`src/rtl/nanov_spi_bus_arbiter_pkg.sv`:
```
// Shared definitions for the SPI memory bus arbiter: FSM state encoding,
// the bus pin bundle and the guard counter sizing helper.
package nanov_spi_bus_arbiter_pkg;

   typedef enum logic [1:0] {
      S_IDLE   = 2'd0,
      S_GRANT0 = 2'd1,
      S_GRANT1 = 2'd2,
      S_GUARD  = 2'd3
   } state_t;

   localparam int NUM_PORTS = 2;

   // One side of the SPI memory bus, as seen on the shared pins.
   typedef struct packed {
      logic sel_n;
      logic mosi;
      logic clk_en;
   } spi_bus_t;

   localparam spi_bus_t BUS_IDLE = '{sel_n: 1'b1, mosi: 1'b0, clk_en: 1'b0};

   // Counter must hold CS_HIGH_CYCLES-1; keep at least one bit when the gap is disabled.
   function automatic int guard_width(input int cs_high_cycles);
      if (cs_high_cycles <= 1) begin
         return 1;
      end
      return $clog2(cs_high_cycles + 1);
   endfunction

endpackage

```
`src/rtl/nanov_spi_bus_arbiter.sv`:
```
// Two-port SPI memory bus arbiter: whole-transaction grants, round-robin on ties,
// and an enforced chip-select-high gap after each transaction.
module nanov_spi_bus_arbiter
   import nanov_spi_bus_arbiter_pkg::*;
#(
   parameter int CS_HIGH_CYCLES = 2
) (
   input  logic       clk,
   input  logic       rst,
   // port 0: CPU fetch/load master
   input  logic       req0,
   output logic       gnt0,
   input  logic       sel0_n,
   input  logic       mosi0,
   input  logic       clk_en0,
   output logic       miso0,
   // port 1: loader/debug master
   input  logic       req1,
   output logic       gnt1,
   input  logic       sel1_n,
   input  logic       mosi1,
   input  logic       clk_en1,
   output logic       miso1,
   // shared bus pins
   output logic       spi_select,
   output logic       spi_out,
   output logic       spi_clk_enable,
   input  logic       spi_data_in,
   output logic       busy,
   output logic [1:0] dbg_state
);

   localparam int GW = guard_width(CS_HIGH_CYCLES);
   localparam logic [GW-1:0] GUARD_LOAD = GW'((CS_HIGH_CYCLES > 0) ? CS_HIGH_CYCLES - 1 : 0);

   // Handshake: reqN is held high for the whole transaction; gntN follows the
   // registered state, so ownership starts the cycle after the request is
   // seen in IDLE and ends on the edge that samples reqN low.

   state_t          state_q, state_d;
   logic [GW-1:0]   guard_q, guard_d;
   logic            rr_last_q, rr_last_d;
   spi_bus_t        port0_bus, port1_bus, bus;

   assign port0_bus = '{sel_n: sel0_n, mosi: mosi0, clk_en: clk_en0};
   assign port1_bus = '{sel_n: sel1_n, mosi: mosi1, clk_en: clk_en1};

   always_ff @(posedge clk) begin
      if (rst) begin
         state_q   <= S_IDLE;
         guard_q   <= '0;
         rr_last_q <= 1'b1;
      end else begin
         state_q   <= state_d;
         guard_q   <= guard_d;
         rr_last_q <= rr_last_d;
      end
   end

   always_comb begin
      state_d   = state_q;
      guard_d   = guard_q;
      rr_last_d = rr_last_q;
      case (state_q)
         S_IDLE: begin
            // On a tie the port that did not own the bus last goes first.
            if (req0 && req1) begin
               if (rr_last_q) begin
                  state_d   = S_GRANT0;
                  rr_last_d = 1'b0;
               end else begin
                  state_d   = S_GRANT1;
                  rr_last_d = 1'b1;
               end
            end else if (req0) begin
               state_d   = S_GRANT0;
               rr_last_d = 1'b0;
            end else if (req1) begin
               state_d   = S_GRANT1;
               rr_last_d = 1'b1;
            end
         end
         S_GRANT0: begin
            if (!req0) begin
               if (CS_HIGH_CYCLES == 0) begin
                  state_d = S_IDLE;
               end else begin
                  state_d = S_GUARD;
                  guard_d = GUARD_LOAD;
               end
            end
         end
         S_GRANT1: begin
            if (!req1) begin
               if (CS_HIGH_CYCLES == 0) begin
                  state_d = S_IDLE;
               end else begin
                  state_d = S_GUARD;
                  guard_d = GUARD_LOAD;
               end
            end
         end
         S_GUARD: begin
            if (guard_q == '0) begin
               state_d = S_IDLE;
            end else begin
               guard_d = guard_q - GW'(1);
            end
         end
         default: begin
            state_d = S_IDLE;
         end
      endcase
   end

   // Reset gates the outputs combinationally so the bus is released at once,
   // not one edge later when the state register clears.
   always_comb begin
      gnt0  = 1'b0;
      gnt1  = 1'b0;
      miso0 = 1'b0;
      miso1 = 1'b0;
      busy  = 1'b0;
      bus   = BUS_IDLE;
      if (!rst) begin
         case (state_q)
            S_GRANT0: begin
               gnt0  = 1'b1;
               busy  = 1'b1;
               bus   = port0_bus;
               miso0 = spi_data_in;
            end
            S_GRANT1: begin
               gnt1  = 1'b1;
               busy  = 1'b1;
               bus   = port1_bus;
               miso1 = spi_data_in;
            end
            S_GUARD: begin
               busy = 1'b1;
            end
            default: begin
               busy = 1'b0;
            end
         endcase
      end
   end

   assign spi_select     = bus.sel_n;
   assign spi_out        = bus.mosi;
   assign spi_clk_enable = bus.clk_en;
   assign dbg_state      = state_q;

endmodule
```
`config.mk`:
```
export PLATFORM = sky130hd
export DESIGN_NAME = nanov_spi_bus_arbiter
export DESIGN_NICKNAME = d
export VERILOG_FILES = /design/src/rtl/nanov_spi_bus_arbiter_pkg.sv /design/src/rtl/nanov_spi_bus_arbiter.sv
export SDC_FILE = /design/constraint.sdc
export NUM_CORES = 1
export LEC_CHECK = 0
export CORE_ASPECT_RATIO = 1.25
export CORE_MARGIN = 2
export CORE_UTILIZATION = 24
export DETAILED_ROUTE_END_ITERATION = 8
export PLACE_DENSITY_LB_ADDON = 0.05
export RECOVER_POWER = 100
export SKIP_CTS_REPAIR_TIMING = 1
export SLEW_MARGIN = 40
export SYNTH_ARGS = -nofsm -noshare
export SYNTH_HDL_FRONTEND = slang
export SYNTH_SLANG_ARGS = --single-unit
```
`constraint.sdc`:
```
create_clock -name clk -period 2 [get_ports clk]
set_input_delay 0.2 -clock clk [delete_from_list [all_inputs] [get_ports clk]]
set_output_delay 0.2 -clock clk [all_outputs]
set_load 0.005 [all_outputs]
```
### Yosys cells after proc, flatten, opt, wreduce, memory -nomap -nowiden

Cells that the tools add are included.
W data, S select, Z words.

| storage, ports and cells | value |
|---|---|
| bits in registers | 5 |
| bits in latches | 0 |
| RAM bits | 0 |
| ROM bits | 0 |
| bits of input ports | 11 |
| output and inout bits | 10 |
| logic and storage cells | 49 |
| memories kept | 0 |

| cells by class | value |
|---|---|
| $add $sub $neg | 1 |
| multipliers | 0 |
| divide/modulo/power cells | 0 |
| order comparisons | 0 |
| equality and inequality tests | 8 |
| shifts and indexed selects | 0 |
| multiplexer cells | 28 |
| bitwise logic cells | 0 |
| reduce and logical (&&, ||, !) cells | 9 |

Operators by type and width:

| operator | number |
|---|---|
| $mux W2 | 10 |
| $mux W1 | 14 |
| $ne A2 B2 Y1 const B | 4 |
| $pmux W2 S4 | 1 |
| $reduce_and A4 Y1 | 2 |
| $pmux W2 S3 | 1 |
| $pmux W3 S2 | 1 |
| $reduce_bool A3 Y1 | 2 |
| $eq A2 B2 Y1 const B | 2 |
| $logic_not A2 Y1 | 2 |
| $ne A4 B4 Y1 const B | 1 |
| $mux W3 | 1 |
| $reduce_or A3 Y1 | 1 |
| $eq A2 B1 Y1 const B | 1 |
| $reduce_and A2 Y1 | 1 |
| $sub A2 B1 Y2 const B | 1 |
| $logic_and A1 B1 Y1 | 1 |

### Logic depth before layout (Yosys ltp)

| logic depth | value |
|---|---|
| depth after elaboration | 4 |
| mapped depth | 5 |
| gate-level depth less buffers | 5 |

### Least setup slack after synthesis

No wires, ideal clock.

| timing path | value |
|---|---|
| path type | reg-to-reg |
| start | reg state_q[0], in the netlist dbg_state[0] |
| end | reg state_q[0], in the netlist dbg_state[0] |
| library setup time | 88 ps |
| arrival time | 1451 ps |
| required time | 1912 ps |
| slack | 461 ps |
| cell stages (with the launch flop) | 6 |
| buffers on the path | 0 |
| period minus slack after synthesis | 1539 ps |
| cells stage by stage | dfxtp_1 -> inv_1 -> ha_1 -> or3b_1 -> and3_4 -> a311oi_2 |

| on the way | value |
|---|---|
| cells in the longest elaborated chain, start to end | 3 |
| elaborated cells on any way between the ends | 10 |
| classes of those cells | 7 x eq/ne; 1 x mux; 2 x reduce/logical |

RTL lines:

| what | RTL line | text |
|---|---|---|
| from (decl) | nanov_spi_bus_arbiter.sv:40 | `state_t state_q, state_d;` |
| from (signal assigned) | nanov_spi_bus_arbiter.sv:54 | `state_q <= state_d;` |
| $eq A2 B2 Y1 (tied with other cells) | nanov_spi_bus_arbiter.sv:64 | `case (state_q)` |
| $ne A2 B2 Y1 (no source line) or $ne A4 B4 Y1 (tied branches) | n/a |  |
| $reduce_and A4 Y1 (no source line) | n/a |  |

Parallel ways exist; a longest one is shown, timed or not.
A chain may end at the register's enable or synchronous reset.

### Worst setup path in the final report

| timing path | value |
|---|---|
| start | reg state_q[1], in the netlist dbg_state[1] |
| end | out spi_select |

| on the way | value |
|---|---|
| cells in the longest elaborated chain, start to end | 3 |
| elaborated cells on any way between the ends | 4 |
| classes of those cells | 2 x eq/ne; 2 x mux |

RTL lines:

| what | RTL line | text |
|---|---|---|
| $eq A2 B2 Y1 or $eq A2 B1 Y1 (tied branches) | nanov_spi_bus_arbiter.sv:126 | `case (state_q)` |
| $pmux W3 S2 * | nanov_spi_bus_arbiter.sv:126 |  |
| $mux W3 * | nanov_spi_bus_arbiter.sv:125 | `if (!rst) begin` |
| to (decl) | nanov_spi_bus_arbiter.sv:25 | `output logic spi_select,` |

Mark *: on every way between the ends. The rest lies on a longest branch, timed or not.

==> out/qor.json <==
{
  "status": {"value": "finished, final reports clean"},
  "finClkSkew": {"value": 0.00701, "unit": "ns"},
  "slew_viol_final": {"value": 0},
  "globalRouteOverflowTotal": {"value": 0},
  "timing.slew.headroom": {"value": 77.7, "unit": "%"},
  "core": {"value": 1770, "unit": "µm²"},
  "layout.cell_area.non_filler": {"value": 716, "unit": "µm²"},
  "layout.filler_cells": {"value": 186},
  "cts_clk_pin_slew_worst_paths": {"value": 0.05, "unit": "ns"},
  "drt-initial-drc-count": {"value": 6},
  "seq_cell_area": {"value": 104, "unit": "µm²"},
  "worst_hold_path_type": {"value": "flop to flop"},
  "number_of_distinct_library_cells_after_synthesis": {"value": 25},
  "routabilityCongestion": {"value": 0.728},
  "cts_made_buffers": {"value": 3},
  "post-dp-hpwl": {"value": 965, "unit": "µm"},
  "setup.worst_path.start_class": {"value": "flop"},
  "yosysTopAreaCell": {"value": "dfxtp_1"},
  "drt_pass1_iterations": {"value": 4},
  "pin_count": {"value": 21},
  "syn_avg_cell_area": {"value": 8.40, "unit": "µm²"},
  "syn-instance-count": {"value": 53},
  "synth_top_cell_area_share": {"value": 22.5, "unit": "%"},
  "ys_seq_elements": {"value": 5},
  "post_drt_via_cell_ratio": {"value": 4.94},
  "postRouteAntennaNets": {"value": 0},
  "postSynthNetCount": {"value": 70},
  "synthTopCellsByArea": {"value": "dfxtp_1 22%, ha_1 17%, nand2b_1 7.0%, a22oi_1 5.1%, a21oi_1 4.5%"},
  "power.density": {"value": 1060, "unit": "nW/µm²"},
  "numClockSinks": {"value": 5},
  "utilization": {"value": 40.5, "unit": "%"},
  "dieHeight": {"value": 52.2, "unit": "µm"},
  "cts_max_level": {"value": 1},
  "insertion_delay": {"value": 0.24, "unit": "ns"},
  "antennaDiodeCount": {"value": 0},
  "mostFrequentLayoutCell": {"value": "clkdlybuf4s50_1"},
  "max_freq": {"value": 528, "unit": "MHz"},
  "placedInstanceArea": {"value": 681, "unit": "µm²"},
  "drc": {"value": 0},
  "wl": {"value": 1.19, "unit": "mm"},
  "port_buf_inserts": {"value": 20},
  "synth_xor_xnor_area_share": {"value": 0, "unit": "%"},
  "maxCapViolCount": {"value": 0},
  "seq_area_frac_synth": {"value": 22.5, "unit": "%"},
  "synthToLayoutAreaGrowth": {"value": 60.7, "unit": "%"},
  "worst_endpoint_required_time": {"value": 1.80, "unit": "ns"},
  "cts-root-buf": {"value": "clkbuf_4"},
  "syn-cell-area": {"value": 445, "unit": "µm²"},
  "yosys.area_share.simple": {"value": 29.2, "unit": "%"},
  "report.final.setup_viol": {"value": 0},
  "synth-adder-area-share": {"value": 16.9, "unit": "%"},
  "largest_net_degree_at_the_start_of_global_routing": {"value": 9},
  "critical_path.max_fanout": {"value": 5},
  "final_layout_size_suffix_gt1_share": {"value": 15.4, "unit": "%"},
  "drt-wirelength-per-cell": {"value": 12.2, "unit": "µm"},
  "yosys-mux-area-fraction": {"value": 2.25, "unit": "%"},
  "sum_of_negative_setup_slack": {"value": 0, "unit": "ns"},
  "number_of_global_route_vias_before_repair": {"value": 436},
  "floorplan.die.width": {"value": 42.5, "unit": "µm"},
  "finalHoldWorstSlack": {"value": 0.473, "unit": "ns"},
  "routed-via-count": {"value": 479},
  "crit_type": {"value": "flop to output port"},
  "nNetsFinal": {"value": 96},
  "synth_compound_gate_area_share": {"value": 25.0, "unit": "%"},
  "grt_first_pass_wirelength": {"value": 2.02, "unit": "mm"},
  "main_combinational_cell_family_by_area_after_synthesis": {"value": "simple AND/OR/NAND/NOR gates"},
  "layout_common_cells": {"value": "15 x clkdlybuf4s50_1, 5 x nand2b_1, 5 x dlygate4sd3_1"},
  "period_minus_slack": {"value": 1.89, "unit": "ns"},
  "category_of_the_worst_setup_path_capture_point": {"value": "output port"},
  "power.ir.vdd_worst": {"value": 0.467, "unit": "mV"},
  "cellLeakagePower": {"value": 0.290, "unit": "nW"},
  "cts_max_path_bufs": {"value": 2},
  "multiInputGateArea": {"value": 332, "unit": "µm²"},
  "p_total": {"value": 0.758, "unit": "mW"},
  "initial_utilization": {"value": 25.2, "unit": "%"},
  "synthesis_warning_total": {"value": 0},
  "row_count": {"value": 17},
  "tightest_slew": {"value": 0.335, "unit": "ns"},
  "dieArea": {"value": 2220, "unit": "µm²"},
  "critPathArrivalTime": {"value": 1.69, "unit": "ns"},
  "tritoncts": {"value": "yes"},
  "grt_setup_unrepaired": {"value": "false"},
  "grt_antenna_before_repair": {"value": 0},
  "groute.usage.overall": {"value": 11.9, "unit": "%"},
  "finalHoldViolations": {"value": 0},
  "fin_crit_sh": {"value": 94.7, "unit": "%"}
}
## metal layers
layer / part of all wire, % / up-vias / GRT usage [%]
li1: - / 244 / -
met1: 48 / 223 / 16.9
met2: 47 / 12 / 17.9
met3: 5.0 / 0 / 3.47
met4: 0 / 0 / 1.56
met5: 0 / - / 0
## worst max-delay path, cell delays in order (launching register included)
cell and delay (ns):
dfxtp_4 0.36, inv_2 0.06, ha_4 0.27, nand2b_1 0.08
a221o_1 0.26, clkdlybuf4s50_1 0.44
## area by class of cell
cell class | count | area share (%)
Multi-Input combinational cell | 43 | 46.3
Tap cell | 19 | 3.32
Timing Repair Buffer | 22 | 30.1
Sequential cell | 5 | 14.5
Clock buffer | 4 | 3.67
Inverter | 4 | 2.10
## sequential cells by signal, indices dropped and copies added (netlist names)
signal and flops:
dbg_state 2, guard_q 2, rr_last_q 1
## worst paths after layout
path,from,endpoint,slack [ns],cells past startpoint
setup / recovery,dbg_state[1]$_SDFFE_PP0P_,spi_select,0.11,5
hold / removal,guard_q[1]$_SDFFE_PP0P_,guard_q[1]$_SDFFE_PP0P_,0.47,2
setup reg to reg,dbg_state[1]$_SDFFE_PP0P_,dbg_state[0]$_SDFFE_PP0P_,0.26,5
hold reg to reg,guard_q[1]$_SDFFE_PP0P_,guard_q[1]$_SDFFE_PP0P_,0.47,2
## kinds of logic (layout without fill, tap and decap cells)
logic type,count (synthesis),count (layout)
fa+ha+maj,6,6
simple gates,21,21
compound gates,15,15
flops,5,5
mux,1,1
buf+inv,5,30
## report_power, final
part	switching (mW)	internal, mW	total (mW)	leakage, nW
registers	0.0253	0.137	0.163	0.0419
clock network	0.0387	0.0752	0.114	0.0150
logic	0.222	0.260	0.482	0.233
## synth_stat cells
| cell type | number |
|---|---|
| nor3_1 | 2 |
| nand2_1 | 1 |
| nand4b_1 | 1 |
| and3b_1 | 2 |
| dfxtp_1 | 5 |
| a21o_1 | 1 |
| nand3_1 | 1 |
| a311o_1 | 1 |
| and3_4 | 1 |
| a311oi_2 | 1 |
| mux2i_1 | 1 |
| a221o_1 | 1 |
| or3b_1 | 1 |
| a22o_1 | 1 |
| a21oi_1 | 4 |
| a31oi_1 | 2 |
| o21ai_0 | 1 |
| ha_1 | 6 |
| inv_1 | 4 |
| nor2_1 | 4 |
| a22oi_1 | 3 |
| nand2b_1 | 5 |
| clkbuf_1 | 1 |
| nor2b_1 | 2 |
| or2_2 | 1 |
## stage by stage
step / instances / setup slack, ns
after floorplan: 53 / 0.461
after global placement: 93 / 0.198
after detailed placement: 93 / 0.185
after CTS: 97 / -0.0422
after global routing: 97 / 0.00572
final: 97 / 0.105
Power figures use the tool's default switching activity.
==> variant 1, RTL diff (same settings) <==
Register the output `dbg_state` once more, cleared by the reset; this adds one clock of latency there. The other outputs are not delayed to match.
--- a/src/rtl/nanov_spi_bus_arbiter.sv
+++ b/src/rtl/nanov_spi_bus_arbiter.sv
@@ -149,6 +149,12 @@
    assign spi_select     = bus.sel_n;
    assign spi_out        = bus.mosi;
    assign spi_clk_enable = bus.clk_en;
-   assign dbg_state      = state_q;
+   always_ff @(posedge clk) begin
+      if (rst) begin
+         dbg_state <= '0;
+      end else begin
+         dbg_state <= state_q;
+      end
+   end
 
 endmodule
Check against the original RTL: not equivalent (a bounded check fails within 4 cycles, from zero or initial values and one cycle with rst high).
==> variant 1 against the original RTL <==
- sequential cell count rose by 2
- critical endpoint is now miso1
- synthesized area rose by 5.6%
- cell area rose by 5.1%
- worst setup slack got worse by 4.2 ps
- total power rose by 3.1%
- synthesized cell count did not move
- wire length fell by 1.3%
- hold slack improved by 50 ps
- highest routed layer unchanged
- critical path depth fell by 1
==> variant 1: results (changes against the original RTL) <==
* Worst Tran Pin Value at 283 ps (-52.0 ps)
* Min-delay src: guard_q[0]
* Leakage at 0.000303 uW (+4.5%)
* Metal-1 WL at 485 um (-14%)
* Synth top area cells: dfxtp_1 30%, ha_1 16%, nand2b_1 5.3%
* Metal2 WL at 588 um (+4.3%)
* Net count, final at 98 (+2.1%)
* Distinct cells, synth at 22 (-12%)
* Vias in the first global route at 467 (+7.1%)
* Vias/cell at 4.96 (+0.43%)
* Seq/Total Area, Yosys at 29.8% (+7.3 points)
* First-pass GRT wire length at 1950 um (-3.8%)
* Maximum VDD drop at 0.449 mV (-4.0%)
* Status: complete, no violations
* Int Power at 501 uW (+6.0%)
* GRT Overall Usage at 11.5% (-0.41 points)
* Synth cell count leaders: 7 x dfxtp_1, 6 x ha_1, 6 x nor2_1
* Layout cells sized above 1 at 16.3% (+0.87 points)
* Primary FF master, synth: dfxtp_1
* CP Max Fanout at 6 (+1)
* Mux share of post-synthesis cell area at 3.19% (+0.94 points)
* GPL Wtd Cong at 0.762 (+4.6%)
* Synth Area in Compound Gates at 19.1% (-5.9 points)
* Met3 wire len at 98 um (+66%)
* Worst R2R Start: state_q[0]
* Top routing layer in use: met3
* Post-DP HPWL at 987 um (+2.3%)
* R2R Path End: state_q[1]
* Worst clock skew at 1.73 ps (-5.29 ps)
* Setup WS pre-CTS at 197 ps (+12.3 ps)
* Hold endpoint: guard_q[0]
* Worst Hold Class: reg -> reg
## variant 1: how the worst max path moves through the flow
stage | start | endpoint | slack [ps] | cells past startpoint
2_1_floorplan | state_q[0] | state_q[1] | 310 | 5
3_3_place_gp | state_q[0] | spi_select | 230 | 5
3_5_place_dp | state_q[0] | spi_select | 200 | 5
4_1_cts | state_q[0] | spi_select | -80 | 5
5_1_grt | state_q[1] | spi_out | 20 | 5
6_report | rst | miso1 | 100 | 4
## variant 1: power by group through the flow
stage	Combinational [uW]	Sequential (uW)	Clock (uW)
floorplan	271	207	0
global placement	458	210	0
detailed placement	456	211	0
CTS	459	209	134
global route	502	220	142
finish	443	214	125
## variant 1: cell families (layout without fill, tap and decap cells)
logic type | after synthesis | after routing
DFF | 7 | 7
buffers and inverters | 5 | 32
muxes | 1 | 1
adders and majority gates | 6 | 6
AOI/OAI and AO/OA | 13 | 13
and+or+nand+nor | 21 | 21
## variant 1: critical path: stages
cell	delay [ps]
dlygate4sd3_1	570
buf_4	160
and3b_1	200
dlygate4sd3_1	560
## variant 1: final cells by class
type / count / area [sq um]
flip-flops and latches: 7 / 143
clock buffers: 4 / 26.3
repair buffers: 24 / 223
inverters: 4 / 15.0
fillers: 192 / 1060
multi-input cells: 41 / 322
well taps: 19 / 23.8
## variant 1: per-stage QoR
step	hold WS, ps	instance area (sq um)	cells
floorplan	278	470	53
global placement	510	721	95
detailed placement	509	721	95
CTS	522	747	99
global route	566	752	99
finish	522	752	99
## variant 1: per-layer routing
layer,global-route usage [%],vias to the layer above
li1,-,249
met1,11.8,225
met2,20.8,17
met4,3.03,0
met3,5.12,0
met5,0,-
==> variant 2, RTL diff (same flow settings) <==
Made on the original files. Set the parameter `CS_HIGH_CYCLES` to 4 (it was 2).
--- a/src/rtl/nanov_spi_bus_arbiter.sv
+++ b/src/rtl/nanov_spi_bus_arbiter.sv
@@ -3,7 +3,7 @@
 module nanov_spi_bus_arbiter
    import nanov_spi_bus_arbiter_pkg::*;
 #(
-   parameter int CS_HIGH_CYCLES = 2
+   parameter int CS_HIGH_CYCLES = 4
 ) (
    input  logic       clk,
    input  logic       rst,
Formal check against the unedited RTL: not equivalent (a bounded check fails within 10 cycles, from zero or initial values and one cycle with rst high).
==> variant 2 against the original RTL <==
- synthesized cell count is 5.7% higher
- cell count is 2.1% higher
- clock power is 4% lower
- worst setup slack worse by 9.5 ps
- cell area is 5.6% higher
- total power is 7.7% higher
- critical path depth stayed put
- clock skew is 6.9 ps lower
- sequential share of layout area is 2.4 points higher
- wire length is 4.9% higher
- synthesized area is 11% higher
- via count is 5.4% higher
- sequential cell count is 1 higher
- sequential power is 27% higher
- largest cell class unchanged
- largest power group unchanged
- highest routed layer is now met4
==> variant 2: results (changes against the original RTL) <==
* GPL Wtd Cong at 0.686 (-5.9%)
* Setup WS pre-CTS at 196 ps (+10.9 ps)
* Post-DP HPWL at 960 um (-0.53%)
* Seq/Total Area, Yosys at 24.4% (+1.9 points)
* Layout cells sized above 1 at 13.9% (-1.5 points)
* Synth Instances at 56 (+5.7%)
* Area Growth Syn to Fin at 53.3%
* Synth top area cells: dfxtp_1 24%, ha_1 18%, a21oi_1 5.1%
* Root Driver: clkbuf_4
* Worst clock skew at 0.102 ps (-6.91 ps)
* Largest Register: guard_q
* P_clk at 110 uW (-4%)
* Leakage at 0.000304 uW (+4.9%)
* Initial DRC count at 1 (-5)
* Headroom to the max-slew limit at 60.0% (-18 points)
* GRT Overall Usage at 12.0% (+0.095 points)
* Pin count of the biggest net entering global routing at 13 (+4)
* Biggest consumer: combinational logic
* Cell Count Post-Placement at 96 (+3.2%)
* Non-Filler Instances at 99 (+2.1%)
* Synth cell count leaders: 7 x ha_1, 6 x dfxtp_1, 5 x a21oi_1, 5 x inv_1
* Overall routed net length at 1250 um (+4.9%)
* Slowest CP cell: clkdlybuf4s50_1
* Net count, final at 99 (+3.1%)
* CP delay by family, top: buffers and inverters
* Combinational share of power at 61.1% (-2.4 points)
* Vias at 505 (+5.4%)
* Htree depth at 1 (unchanged)
* Maximum VDD drop at 0.570 mV (+22%)
* Status: complete, no violations
* Vias in the first global route at 529 (+21%)
* Worst path max stage delay at 440 ps (about the same)
* Initial antenna violation count at 0 (unchanged)
* CP Max Fanout at 5 (unchanged)
* Comb. pwr at 499 uW (+4%)
* Arrival time at the worst endpoint at 1700 ps
* Clock Pin Slew Worst Setup and Hold Paths at 40 ps
* Clock Latency Late Sink at 240 ps (about the same)
* # fillers at 217 (+17%)
* Yosys warning count at 0 (unchanged)
* Post-Syn Nets at 74 (+5.7%)
* Asr flop ratio synth at 0% (unchanged)
* 1st-pass router iterations at 3 (-1)
* First-pass GRT wire length at 2100 um (+4.1%)
* Int Power at 510 uW (+7.9%)
* Worst Hold Class: reg -> reg
* Distinct cells, synth at 25 (unchanged)
* Max FFs per register at 3
* Post-DP Area at 722 sq um (+6.1%)
-- variant 2: area by class of cell --
class	instances	area share, %
tap	20	3.31
sequential	6	16.9
clock buffer	3	2.98
inverter	5	2.48
multi-input combinational	44	46.9
timing repair buffer	21	27.5
-- variant 2: routing by layer --
metal  vias to the layer above  GRT usage, %  wire length [um]
li1                        255             -                 -
met1                       224          11.4               522
met2                        21          22.7               598
met3                         5          1.65                86
met4                         0          9.09                39
met5                         -             0                 0
-- variant 2: worst paths after layout --
path | slack, ps | to | cells after the start | start
worst max-delay path | 100 | spi_select | 5 | dbg_state[0]
worst min-delay path | 510 | guard_q[1] | 2 | guard_q[1]
worst max register to register | 240 | dbg_state[1] | 5 | dbg_state[1]
worst min register to register | 510 | guard_q[1] | 2 | guard_q[1]
-- variant 2: cell families after synthesis --
group | synth area share (%)
simple gates | 29.4
compound gates | 21.8
fa+ha+maj | 17.8
buf+inv | 4.57
flops | 24.4
mux | 2.03
